[src/rtl/img_proc_pkg.sv]
// Shared definitions for the 3x3 window path: window FSM states and
// the row/column -> pixel-slot mapping used when packing a window.
package img_proc_pkg;

   typedef enum logic [1:0] {
      IDLE  = 2'd0,
      RUN   = 2'd1,
      FLUSH = 2'd2
   } win_state_e;

   localparam int WIN_SIZE = 3;

   // Slot of pixel (r, c) inside a packed window; r=0 is top, c=0 is left.
   function automatic int win_idx(input int r, input int c);
      return r * WIN_SIZE + c;
   endfunction

endpackage

[src/rtl/axi4_stream_if.sv]
// Minimal AXI4-Stream bundle (tvalid/tready/tdata/tuser/tlast) with
// master and slave views.
interface axi4_stream_if #(
   parameter int DATA_W = 32
) ();

   logic              tvalid;
   logic              tready;
   logic [DATA_W-1:0] tdata;
   logic              tuser;
   logic              tlast;

   modport master (
      output tvalid,
      output tdata,
      output tuser,
      output tlast,
      input  tready
   );

   modport slave (
      input  tvalid,
      input  tdata,
      input  tuser,
      input  tlast,
      output tready
   );

endinterface

[src/rtl/win_3x3_gen_stream_join3.sv]
// Three-way valid/ready join for the row streams plus a registered pulse
// flagging beats whose outer-row tlast disagrees with the centre row.
module stream_join3 (
   input  logic clk_i,
   input  logic rst_n_i,
   input  logic vld0_i,
   input  logic vld1_i,
   input  logic vld2_i,
   input  logic last0_i,
   input  logic last1_i,
   input  logic last2_i,
   input  logic en_i,
   output logic rdy_o,
   output logic accept_o,
   output logic desync_o
);

   logic all_valid;
   logic desync_d;
   logic desync_q;

   // Ready never depends on valid, so all three rows see the same tready.
   always_comb begin
      all_valid = vld0_i & vld1_i & vld2_i;
      rdy_o     = en_i;
      accept_o  = all_valid & en_i;
      desync_d  = accept_o & ((last0_i ^ last1_i) | (last2_i ^ last1_i));
   end

   always_ff @(posedge clk_i or negedge rst_n_i) begin
      if (!rst_n_i) begin
         desync_q <= 1'b0;
      end else begin
         desync_q <= desync_d;
      end
   end

   assign desync_o = desync_q;

endmodule

[src/rtl/win_3x3_gen.sv]
// Builds one 3x3 window per centre pixel from three row-aligned streams,
// replicating the edge column at both horizontal borders of each line.
module win_3x3_gen
   import img_proc_pkg::*;
#(
   parameter int PX_WIDTH        = 30,
   parameter int TDATA_WIDTH     = 32,
   parameter int WIN_TDATA_WIDTH = 272
) (
   input  logic          clk_i,
   input  logic          rst_n_i,
   axi4_stream_if.slave  row0_i,
   axi4_stream_if.slave  row1_i,
   axi4_stream_if.slave  row2_i,
   axi4_stream_if.master win_o,
   output logic          desync_o
);

   typedef logic [WIN_SIZE-1:0][PX_WIDTH-1:0]             col_t;
   typedef logic [WIN_SIZE*WIN_SIZE-1:0][PX_WIDTH-1:0]    px9_t;
   typedef logic [WIN_TDATA_WIDTH-1:0]                    win_t;

   function automatic win_t pack_win(input col_t left, input col_t centre, input col_t right);
      px9_t p;
      p = '0;
      for (int r = 0; r < WIN_SIZE; r++) begin
         p[4'(win_idx(r, 0))] = left[2'(r)];
         p[4'(win_idx(r, 1))] = centre[2'(r)];
         p[4'(win_idx(r, 2))] = right[2'(r)];
      end
      return win_t'(p);
   endfunction

   win_state_e state_q, state_d;
   col_t       l_q, l_d;
   col_t       c_q, c_d;
   logic       sof_q, sof_d;
   logic       vld_q, vld_d;
   logic       user_q, user_d;
   logic       last_q, last_d;
   win_t       data_q, data_d;

   col_t       col;
   logic       out_free;
   logic       join_en;
   logic       join_rdy;
   logic       accept;
   logic       unused_bits;

   assign col = {row2_i.tdata[PX_WIDTH-1:0],
                 row1_i.tdata[PX_WIDTH-1:0],
                 row0_i.tdata[PX_WIDTH-1:0]};

   assign out_free = ~vld_q | win_o.tready;
   assign join_en  = (state_q != FLUSH) & out_free;

   stream_join3 u_join (
      .clk_i    (clk_i),
      .rst_n_i  (rst_n_i),
      .vld0_i   (row0_i.tvalid),
      .vld1_i   (row1_i.tvalid),
      .vld2_i   (row2_i.tvalid),
      .last0_i  (row0_i.tlast),
      .last1_i  (row1_i.tlast),
      .last2_i  (row2_i.tlast),
      .en_i     (join_en),
      .rdy_o    (join_rdy),
      .accept_o (accept),
      .desync_o (desync_o)
   );

   assign row0_i.tready = join_rdy;
   assign row1_i.tready = join_rdy;
   assign row2_i.tready = join_rdy;

   // Only the centre row frames lines; outer tuser and upper tdata bits are don't-care.
   assign unused_bits = ^{row0_i.tdata[TDATA_WIDTH-1:PX_WIDTH],
                          row1_i.tdata[TDATA_WIDTH-1:PX_WIDTH],
                          row2_i.tdata[TDATA_WIDTH-1:PX_WIDTH],
                          row0_i.tuser, row2_i.tuser};

   always_comb begin
      state_d = state_q;
      l_d     = l_q;
      c_d     = c_q;
      sof_d   = sof_q;
      vld_d   = vld_q & ~win_o.tready;
      user_d  = user_q;
      last_d  = last_q;
      data_d  = data_q;

      unique case (state_q)
         IDLE: begin
            if (accept) begin
               l_d     = col;
               c_d     = col;
               sof_d   = row1_i.tuser;
               state_d = row1_i.tlast ? FLUSH : RUN;
            end
         end
         RUN: begin
            if (accept) begin
               if (row1_i.tuser) begin
                  // Frame restart: drop the open line and seed a fresh left edge.
                  l_d     = col;
                  c_d     = col;
                  sof_d   = 1'b1;
                  state_d = row1_i.tlast ? FLUSH : RUN;
               end else begin
                  data_d  = pack_win(l_q, c_q, col);
                  vld_d   = 1'b1;
                  user_d  = sof_q;
                  last_d  = 1'b0;
                  sof_d   = 1'b0;
                  l_d     = c_q;
                  c_d     = col;
                  state_d = row1_i.tlast ? FLUSH : RUN;
               end
            end
         end
         FLUSH: begin
            if (out_free) begin
               data_d  = pack_win(l_q, c_q, c_q);
               vld_d   = 1'b1;
               user_d  = sof_q;
               last_d  = 1'b1;
               sof_d   = 1'b0;
               state_d = IDLE;
            end
         end
         default: begin
            state_d = IDLE;
         end
      endcase
   end

   always_ff @(posedge clk_i or negedge rst_n_i) begin
      if (!rst_n_i) begin
         state_q <= IDLE;
         l_q     <= '0;
         c_q     <= '0;
         sof_q   <= 1'b0;
         vld_q   <= 1'b0;
         user_q  <= 1'b0;
         last_q  <= 1'b0;
         data_q  <= '0;
      end else begin
         state_q <= state_d;
         l_q     <= l_d;
         c_q     <= c_d;
         sof_q   <= sof_d;
         vld_q   <= vld_d;
         user_q  <= user_d;
         last_q  <= last_d;
         data_q  <= data_d;
      end
   end

   assign win_o.tvalid = vld_q;
   assign win_o.tdata  = data_q;
   assign win_o.tuser  = user_q;
   assign win_o.tlast  = last_q;

endmodule

[src/flat_wrapper.sv]
// flat-port wrapper written by rule: the top's interface ports become plain ports
module win_3x3_gen_flat import img_proc_pkg::*;
#(
   parameter int PX_WIDTH        = 30,
   parameter int TDATA_WIDTH     = 32,
   parameter int WIN_TDATA_WIDTH = 272
)
  (clk_i, rst_n_i, desync_o, row0_i_tvalid, row0_i_tdata, row0_i_tuser, row0_i_tlast, row0_i_tready, row1_i_tvalid, row1_i_tdata, row1_i_tuser, row1_i_tlast, row1_i_tready, row2_i_tvalid, row2_i_tdata, row2_i_tuser, row2_i_tlast, row2_i_tready, win_o_tvalid, win_o_tdata, win_o_tuser, win_o_tlast, win_o_tready);
  axi4_stream_if #(.DATA_W(32)) row0_i_i ();
  axi4_stream_if #(.DATA_W(32)) row1_i_i ();
  axi4_stream_if #(.DATA_W(32)) row2_i_i ();
  axi4_stream_if #(.DATA_W(272)) win_o_i ();
  input  logic clk_i;
  input  logic rst_n_i;
  output logic desync_o;
  input wire logic [$bits(row0_i_i.tvalid)-1:0] row0_i_tvalid;
  input wire logic [$bits(row0_i_i.tdata)-1:0] row0_i_tdata;
  input wire logic [$bits(row0_i_i.tuser)-1:0] row0_i_tuser;
  input wire logic [$bits(row0_i_i.tlast)-1:0] row0_i_tlast;
  output wire logic [$bits(row0_i_i.tready)-1:0] row0_i_tready;
  input wire logic [$bits(row1_i_i.tvalid)-1:0] row1_i_tvalid;
  input wire logic [$bits(row1_i_i.tdata)-1:0] row1_i_tdata;
  input wire logic [$bits(row1_i_i.tuser)-1:0] row1_i_tuser;
  input wire logic [$bits(row1_i_i.tlast)-1:0] row1_i_tlast;
  output wire logic [$bits(row1_i_i.tready)-1:0] row1_i_tready;
  input wire logic [$bits(row2_i_i.tvalid)-1:0] row2_i_tvalid;
  input wire logic [$bits(row2_i_i.tdata)-1:0] row2_i_tdata;
  input wire logic [$bits(row2_i_i.tuser)-1:0] row2_i_tuser;
  input wire logic [$bits(row2_i_i.tlast)-1:0] row2_i_tlast;
  output wire logic [$bits(row2_i_i.tready)-1:0] row2_i_tready;
  output wire logic [$bits(win_o_i.tvalid)-1:0] win_o_tvalid;
  output wire logic [$bits(win_o_i.tdata)-1:0] win_o_tdata;
  output wire logic [$bits(win_o_i.tuser)-1:0] win_o_tuser;
  output wire logic [$bits(win_o_i.tlast)-1:0] win_o_tlast;
  input wire logic [$bits(win_o_i.tready)-1:0] win_o_tready;
  assign row0_i_i.tvalid = row0_i_tvalid;
  assign row0_i_i.tdata = row0_i_tdata;
  assign row0_i_i.tuser = row0_i_tuser;
  assign row0_i_i.tlast = row0_i_tlast;
  assign row0_i_tready = row0_i_i.tready;
  assign row1_i_i.tvalid = row1_i_tvalid;
  assign row1_i_i.tdata = row1_i_tdata;
  assign row1_i_i.tuser = row1_i_tuser;
  assign row1_i_i.tlast = row1_i_tlast;
  assign row1_i_tready = row1_i_i.tready;
  assign row2_i_i.tvalid = row2_i_tvalid;
  assign row2_i_i.tdata = row2_i_tdata;
  assign row2_i_i.tuser = row2_i_tuser;
  assign row2_i_i.tlast = row2_i_tlast;
  assign row2_i_tready = row2_i_i.tready;
  assign win_o_tvalid = win_o_i.tvalid;
  assign win_o_tdata = win_o_i.tdata;
  assign win_o_tuser = win_o_i.tuser;
  assign win_o_tlast = win_o_i.tlast;
  assign win_o_i.tready = win_o_tready;
  win_3x3_gen #(.PX_WIDTH(PX_WIDTH), .TDATA_WIDTH(TDATA_WIDTH), .WIN_TDATA_WIDTH(WIN_TDATA_WIDTH)) u_core (.clk_i(clk_i), .rst_n_i(rst_n_i), .row0_i(row0_i_i), .row1_i(row1_i_i), .row2_i(row2_i_i), .win_o(win_o_i), .desync_o(desync_o));
endmodule
[config.mk]
export PLATFORM = sky130hd
export DESIGN_NAME = win_3x3_gen_flat
export DESIGN_NICKNAME = d
export VERILOG_FILES = /design/src/rtl/img_proc_pkg.sv /design/src/rtl/axi4_stream_if.sv /design/src/rtl/win_3x3_gen_stream_join3.sv /design/src/rtl/win_3x3_gen.sv /design/src/flat_wrapper.sv
export SDC_FILE = /design/constraint.sdc
export NUM_CORES = 1
export LEC_CHECK = 0
export CAP_MARGIN = 15
export CELL_PAD_IN_SITES_DETAIL_PLACEMENT = 0
export CELL_PAD_IN_SITES_GLOBAL_PLACEMENT = 1
export CORE_AREA = 2 2 241 172
export CTS_CLUSTER_SIZE = 8
export DETAILED_ROUTE_END_ITERATION = 10
export DIE_AREA = 0 0 243 174
export PLACE_DENSITY = 0.88
export SYNTH_ARGS = -nofsm -noshare
export SYNTH_HDL_FRONTEND = slang
export SYNTH_SLANG_ARGS = --single-unit
[constraint.sdc]
create_clock -name clk_i -period 2.3 [get_ports clk_i]
set_clock_uncertainty 0.2 [all_clocks]
set_input_delay 0.23 -clock clk_i [delete_from_list [all_inputs] [get_ports clk_i]]
set_output_delay 0.23 -clock clk_i [all_outputs]
set_load 0.02 [all_outputs]
-- Word-level counts from Yosys, hierarchy flattened
Cells that the tools add are included.
- add/subtract/negate cells: 0
- $mul: 0
- div/mod/pow operators: 0
- $lt $le $gt $ge: 0
- equal/unequal tests: 8
- shift-type cells: 0
- mux-type cells: 29
- bitwise gates (word level): 12
- reduce and logical (&&, ||, !) cells: 10
- operators by type and width (operator ; count):
    two-way mux 272 bit ; 3
    one-hot mux 272 bit (2 select lines) ; 1
    two-way mux 60 bit ; 3
    one-hot mux 60 bit (2 select lines) ; 1
    two-way mux 1 bit ; 13
    inequality test 2 x 1 -> 1 bit (second input constant) ; 4
    AND reduction 4 bit ; 2
    AND 1 bit ; 6
    two-way mux 2 bit ; 3
    one-hot mux 1 bit (2 select lines) ; 3
    inequality test 2 bit (second input constant) ; 2
    one-hot mux 2 bit (2 select lines) ; 1
    AND reduction 2 bit ; 2
    nonzero test 2 bit ; 2
    one-hot mux 1 bit (3 select lines) ; 1
    AND reduction 3 bit ; 1
    nonzero test 3 bit ; 1
    == test 2 x 1 -> 1 bit (second input constant) ; 1
    == test 2 bit (second input constant) ; 1
    zero test 2 bit ; 1
    NOT 1 bit ; 2
    bitwise OR 1 bit ; 2
    OR reduction 2 bit ; 1
    XOR 1 bit ; 2
- flip-flop bits (word level): 399
- latch bits: 0
- memory bits (writable): 0
- memory bits (read-only): 0
- word-level logic and storage cells: 70
- memories: 0

-- Depth between registers and ports, before layout
- word-level depth: 6
- mapped depth: 10
- mapped depth without buffers: 6

-- By module
A second synthesis with hierarchy kept.
- cell total of the unflattened synthesis: 971
- area, all modules: 14436.3 µm²
- by module, submodules not included (module ; instances ; cells an instance ; area each (µm²)):
    win_3x3_gen ; 1 ; 965 ; 14377.5
    stream_join3 ; 1 ; 6 ; 58.8

-- Least setup slack after synthesis
Ideal clock, no wire load.
- kind: reg-to-output
- start: register u_core.state_q[0]
- end: output port row1_i_tready
- arrival: 1.828 ns
- data required time: 1.870 ns
- slack: 0.042 ns
- cell stages (with the launch flop): 8
- buffers on the path: 4
- path through: dfrtp_1 inv_1 ha_1 buf_2 buf_2 buf_1 nor2_1 buf_4
- word-level cells in the longest chain between the ends: 2
- RTL lines (what ; RTL line ; source):
    start, declared ; win_3x3_gen.sv:34 ; win_state_e state_q, state_d;
    start signal, assigned ; win_3x3_gen.sv:148 ; state_q <= state_d;
    inequality test 2 bit ; win_3x3_gen.sv:55 ; assign join_en = (state_q != FLUSH) & out_free;
    AND 1 bit ; win_3x3_gen.sv:55 ;
    end, declared ; flat_wrapper.sv:25 ; output wire logic [$bits(row1_i_i.tready)-1:0] row1_i_tready;
No other way between the ends.

-- Final worst setup path
- start: register u_core.state_q[0]
- end: register u_core.data_q[106] (netlist: u_core.win_o.tdata[106])
- word-level cells in the longest chain between the ends: 5
- RTL lines (what ; RTL line ; source):
    inequality test 2 bit ; win_3x3_gen.sv:55 ;
    AND 1 bit ; win_3x3_gen.sv:55 ;
    AND 1 bit ; win_3x3_gen_stream_join3.sv:26 ; accept_o = all_valid & en_i;
    inequality test 2 x 1 -> 1 bit (no source line) ; n/a ;
    AND reduction 4 bit (no source line) ; n/a ;
    end signal, assigned ; win_3x3_gen.sv:155 ; data_q <= data_d;
    end, declared ; win_3x3_gen.sv:41 ; win_t data_q, data_d;
Several ways; a longest one is shown, not always the timed one.
A chain may end at the register's enable or synchronous reset.

==> out/metrics.sh <==
CTS-BUFFERS-INSERTED=44
WORSTPATHMAXFANOUT=18
CLKSLEWWORSTSETUPHOLDPATHS_NS=0.05
REPORT.FINAL.SLEW_VIOL_COUNT=0
SYN_TO_FINAL_GROWTH_PCT=34.9
REQUIRED_TIME_REPORTED_FOR_THE_CRITICAL_PATH_ENDPOINT_NS=2.50
DRT_PASS1_ITERATIONS=5
GRT_PASS1_VIAS=8676
FINAL.PERIOD_UTILIZATION_PCT=99.6
ARRIVAL_NS=2.49
MIN_PATH_TYPE='in2async'
VERT_DIE_DIM_MICRONS=174
WORST_SLEW_MARGIN_REL_PCT=51.3
DRT-VIAS-PER-INSTANCE=4.59
LAYOUT.FILLER_CELLS=3685
CRITICAL_PATH.STARTPOINT_TYPE='flip-flop'
CTSLONGESTPATHBUFFERS=3
ROUTABILITYCONGESTION=0.753
POST-ROUTE-WORST-SETUP-SLACK_NS=0.00895
TRACK_USAGE_PCT=14.5
EDFF_COUNT_SYNTH=0
CRITPATHCAPTURETYPE='flip-flop'
SYNTH.AVG_CELL_AREA_SQ_UM=12.8
MAPPEDNETLISTAREA_SQ_UM=13400
SYNTH_TOP_AREA_SHARE_PCT=57.3
SYNTH_ASYNC_SR_FLOP_SHARE_PCT=100
GATE_COUNT_OF_THE_MAPPED_NETLIST=1044
INITIAL_CORE_UTIL_PCT=33.3
CRITPATHKIND='reg2reg'
PLACEMENT_ROWS=62
NETLIST_TOP_CELLS_COUNT='307 x sky130_fd_sc_hd__dfrtp_1, 144 x sky130_fd_sc_hd__mux2_2, 121 x sky130_fd_sc_hd__mux2i_1, 94 x sky130_fd_sc_hd__buf_4, 65 x sky130_fd_sc_hd__nor2_1'
DIE_AREA_SQ_UM=42300
OUTCOME='finished, final reports clean'
YOSYS_REGISTER_BITS=307
ROUTE.DETAILED.DRC=0
WORSTREG2REGEND='u_core.win_o.tdata[106]'
POSTSYNTH.TOPFLOPCELL='sky130_fd_sc_hd__dfrtp_1'
CTS-ROOT-BUF='sky130_fd_sc_hd__clkbuf_16'
FIRST_ITER_VIOLATIONS=441
FP.DIEW_MICRONS=243
LEAKAGEPOWER_nW=8.15
PRE_CTS_SLACK_NS=-0.120
GRT_REMAINING_OVERFLOW=0
WORST_SKEW_PAIR_LATER_PIN_LATENCY_NS=0.53
YOSYS-TOP-CELLS-AREA='sky130_fd_sc_hd__dfrtp_1 57%, sky130_fd_sc_hd__mux2_2 12%, sky130_fd_sc_hd__mux2i_1 9.0%, sky130_fd_sc_hd__buf_4 5.3%, sky130_fd_sc_hd__mux2_4 3.4%'
WIRE_LENGTH_OF_THE_FIRST_GLOBAL_ROUTING_PASS_MM=49.0
DETAILROUTE.VIA_COUNT=8721
MAXCLOCKFREQUENCY_MHz=436
NETLIST-CELL-TYPE-COUNT=31
YS_SEQ_AREA_SHARE_PCT=57.3
TOTAL_POWER_W=0.0315
RSZ_0062_RAISED_AFTER_GLOBAL_ROUTING='true'
HTREE_LEVELS=2
FINALHOLDWORSTSLACK_NS=0.107
MAX_CAP_VIOLATIONS=0
FINALWORSTPATHREQUIREDPERIOD_NS=2.29
TIMING_WORST_SLEW_PIN_VALUE_NS=0.730
YOSYS_WARNINGS=0
VDD.IR_DROP.WORST_V=0.000797
SETUP_VIOL_COUNT_FINAL=0
N_ANTENNA_CELL=0
HOLD_VIOLATIONS=0
IO-PIN-COUNT=387
TRITONCTS='built'
CLOCK_SINKS=307
TOTALWIRELENGTH_MM=34.6
CRITICAL_PATH.REG2REG.STARTPOINT='u_core.state_q[0]'
PWR_DENSITY_CELL_nW_PER_UM2=1740
GRT_START_MAX_NET_PINS=96
YOSYS.CELL_COUNT.TOP_TYPE='sky130_fd_sc_hd__dfrtp_1'
NETLIST.TOP_CELL.BY_AREA='sky130_fd_sc_hd__dfrtp_1'
FINISH.UTILIZATION_PCT=45.0
SETUP_TNS_NS=0
PLACE.DETAILED.HPWL_MM=21.1
FRACTION_OF_LAYOUT_INSTANCES_USING_A_DRIVE_STRENGTH_ABOVE_1_PCT=22.5
NETS=1467
SETUP.REG_TO_REG.WORST_SLACK_NS=0.009
CORE-AREA_SQ_UM=40200
WORST-R2R-CELL-COUNT=7
GRT_ANTENNA_BEFORE_REPAIR=0
IO_BUFFERS=256
FINAL_ANTENNA_NET_COUNT=0
AVGROUTEDWIREPERCELL_MICRONS=18.2
## how the worst max path moves through the flow
| stage | start | endpoint |
|---|---|---|
| 2_1_floorplan | u_core.state_q[0] | row1_i_tready |
| 3_3_place_gp | win_o_tready | u_core.win_o.tdata[52] |
| 4_1_cts | u_core.state_q[0] | u_core.state_q[0] |
| 5_1_grt | u_core.state_q[0] | u_core.win_o.tdata[106] |
| 3_5_place_dp | win_o_tready | u_core.win_o.tdata[12] |
| 6_report | u_core.state_q[0] | u_core.win_o.tdata[106] |
## sequential cells by signal, summed over array words and instances, names as in the netlist
signal                  count
u_core.win_o.tdata        180
u_core.u_join.desync_o      1
u_core.sof_q                1
u_core.win_o.tuser          1
u_core.l_q                 60
u_core.win_o.tlast          1
u_core.c_q                 60
u_core.state_q              2
u_core.win_o.tvalid         1
## metal layers
metal	GRT usage (%)	up-vias	wire, microns
met5	0	-	0
met3	4.08	35	1910
met2	23.2	215	16400
li1	-	4030	-
met1	19.5	4441	15800
met4	3.48	0	499
## power breakdown
group | switching [W] | internal [W]
clock network | 0.00222 | 0.00336
registers | 0.00182 | 0.00823
logic | 0.00760 | 0.00828
total | 0.0116 | 0.0199
## final cells by class
class                   instances  area (sq um)  share of cell area (%)
flip-flops and latches        307          7680                    42.5
multi-input cells             670          5080                    28.1
repair buffers                329          3480                    19.2
clock buffers                  46          1110                    6.14
well taps                     544           681                    3.77
clock inverters                 3          30.0                   0.166
inverters                       3          11.3                  0.0623
## cell usage in the layout (no fill, tap or decap), types with 2 or more instances in the layout
cell type | Yosys | layout
sky130_fd_sc_hd__nand2_1 | 63 | 63
sky130_fd_sc_hd__a21oi_1 | 63 | 63
sky130_fd_sc_hd__conb_1 | 1 | 92
sky130_fd_sc_hd__nor2_1 | 65 | 65
sky130_fd_sc_hd__inv_2 | 0 | 2
sky130_fd_sc_hd__mux2_1 | 8 | 8
sky130_fd_sc_hd__mux2_4 | 30 | 31
sky130_fd_sc_hd__ha_4 | 0 | 2
sky130_fd_sc_hd__clkbuf_1 | 21 | 2
sky130_fd_sc_hd__mux2_2 | 144 | 143
sky130_fd_sc_hd__buf_4 | 94 | 37
sky130_fd_sc_hd__clkdlybuf4s50_1 | 0 | 252
sky130_fd_sc_hd__buf_16 | 0 | 4
sky130_fd_sc_hd__nor2b_1 | 2 | 2
sky130_fd_sc_hd__nand2b_4 | 0 | 2
sky130_fd_sc_hd__o21ai_0 | 61 | 58
sky130_fd_sc_hd__nand3_1 | 2 | 2
sky130_fd_sc_hd__clkbuf_16 | 0 | 51
sky130_fd_sc_hd__o21ai_1 | 0 | 3
sky130_fd_sc_hd__nand2b_1 | 4 | 2
sky130_fd_sc_hd__mux2i_1 | 121 | 121
sky130_fd_sc_hd__buf_2 | 28 | 3
sky130_fd_sc_hd__dfrtp_1 | 307 | 307
sky130_fd_sc_hd__buf_12 | 0 | 9
sky130_fd_sc_hd__buf_6 | 6 | 14
## worst max-delay path: stages, from the launching register on
cell                        delay, ns
sky130_fd_sc_hd__dfrtp_1         0.42
sky130_fd_sc_hd__inv_2           0.12
sky130_fd_sc_hd__ha_4            0.20
sky130_fd_sc_hd__and3b_1         0.24
sky130_fd_sc_hd__o32a_4          0.24
sky130_fd_sc_hd__buf_6           0.17
sky130_fd_sc_hd__clkbuf_16       0.22
sky130_fd_sc_hd__mux2_2          0.36
## kinds of logic after synthesis
family / synth area share (%)
compound gates: 5.05
fa+ha+maj: 0.374
buf+inv: 7.66
flops: 57.3
mux: 25.2
other cells: 0.0280
simple gates: 4.36
## per-stage QoR
step                instances  area (sq um)
floorplan                1135         13700
global placement         1829         16500
detailed placement       1829         16500
CTS                      1879         17700
global route             1902         18100
finish                   1902         18100
## what timing repair did
item | CTS | global route
gates resized for setup | 10 | 24
gates cloned | 0 | 16
setup endpoints to repair | 55 | 214
endpoints found under the hold margin | 245 | 0
setup buffers | 0 | 7
hold buffers | 1 | 0
pin swaps | 0 | 1
No activity file was read; power rests on OpenSTA's default activity.
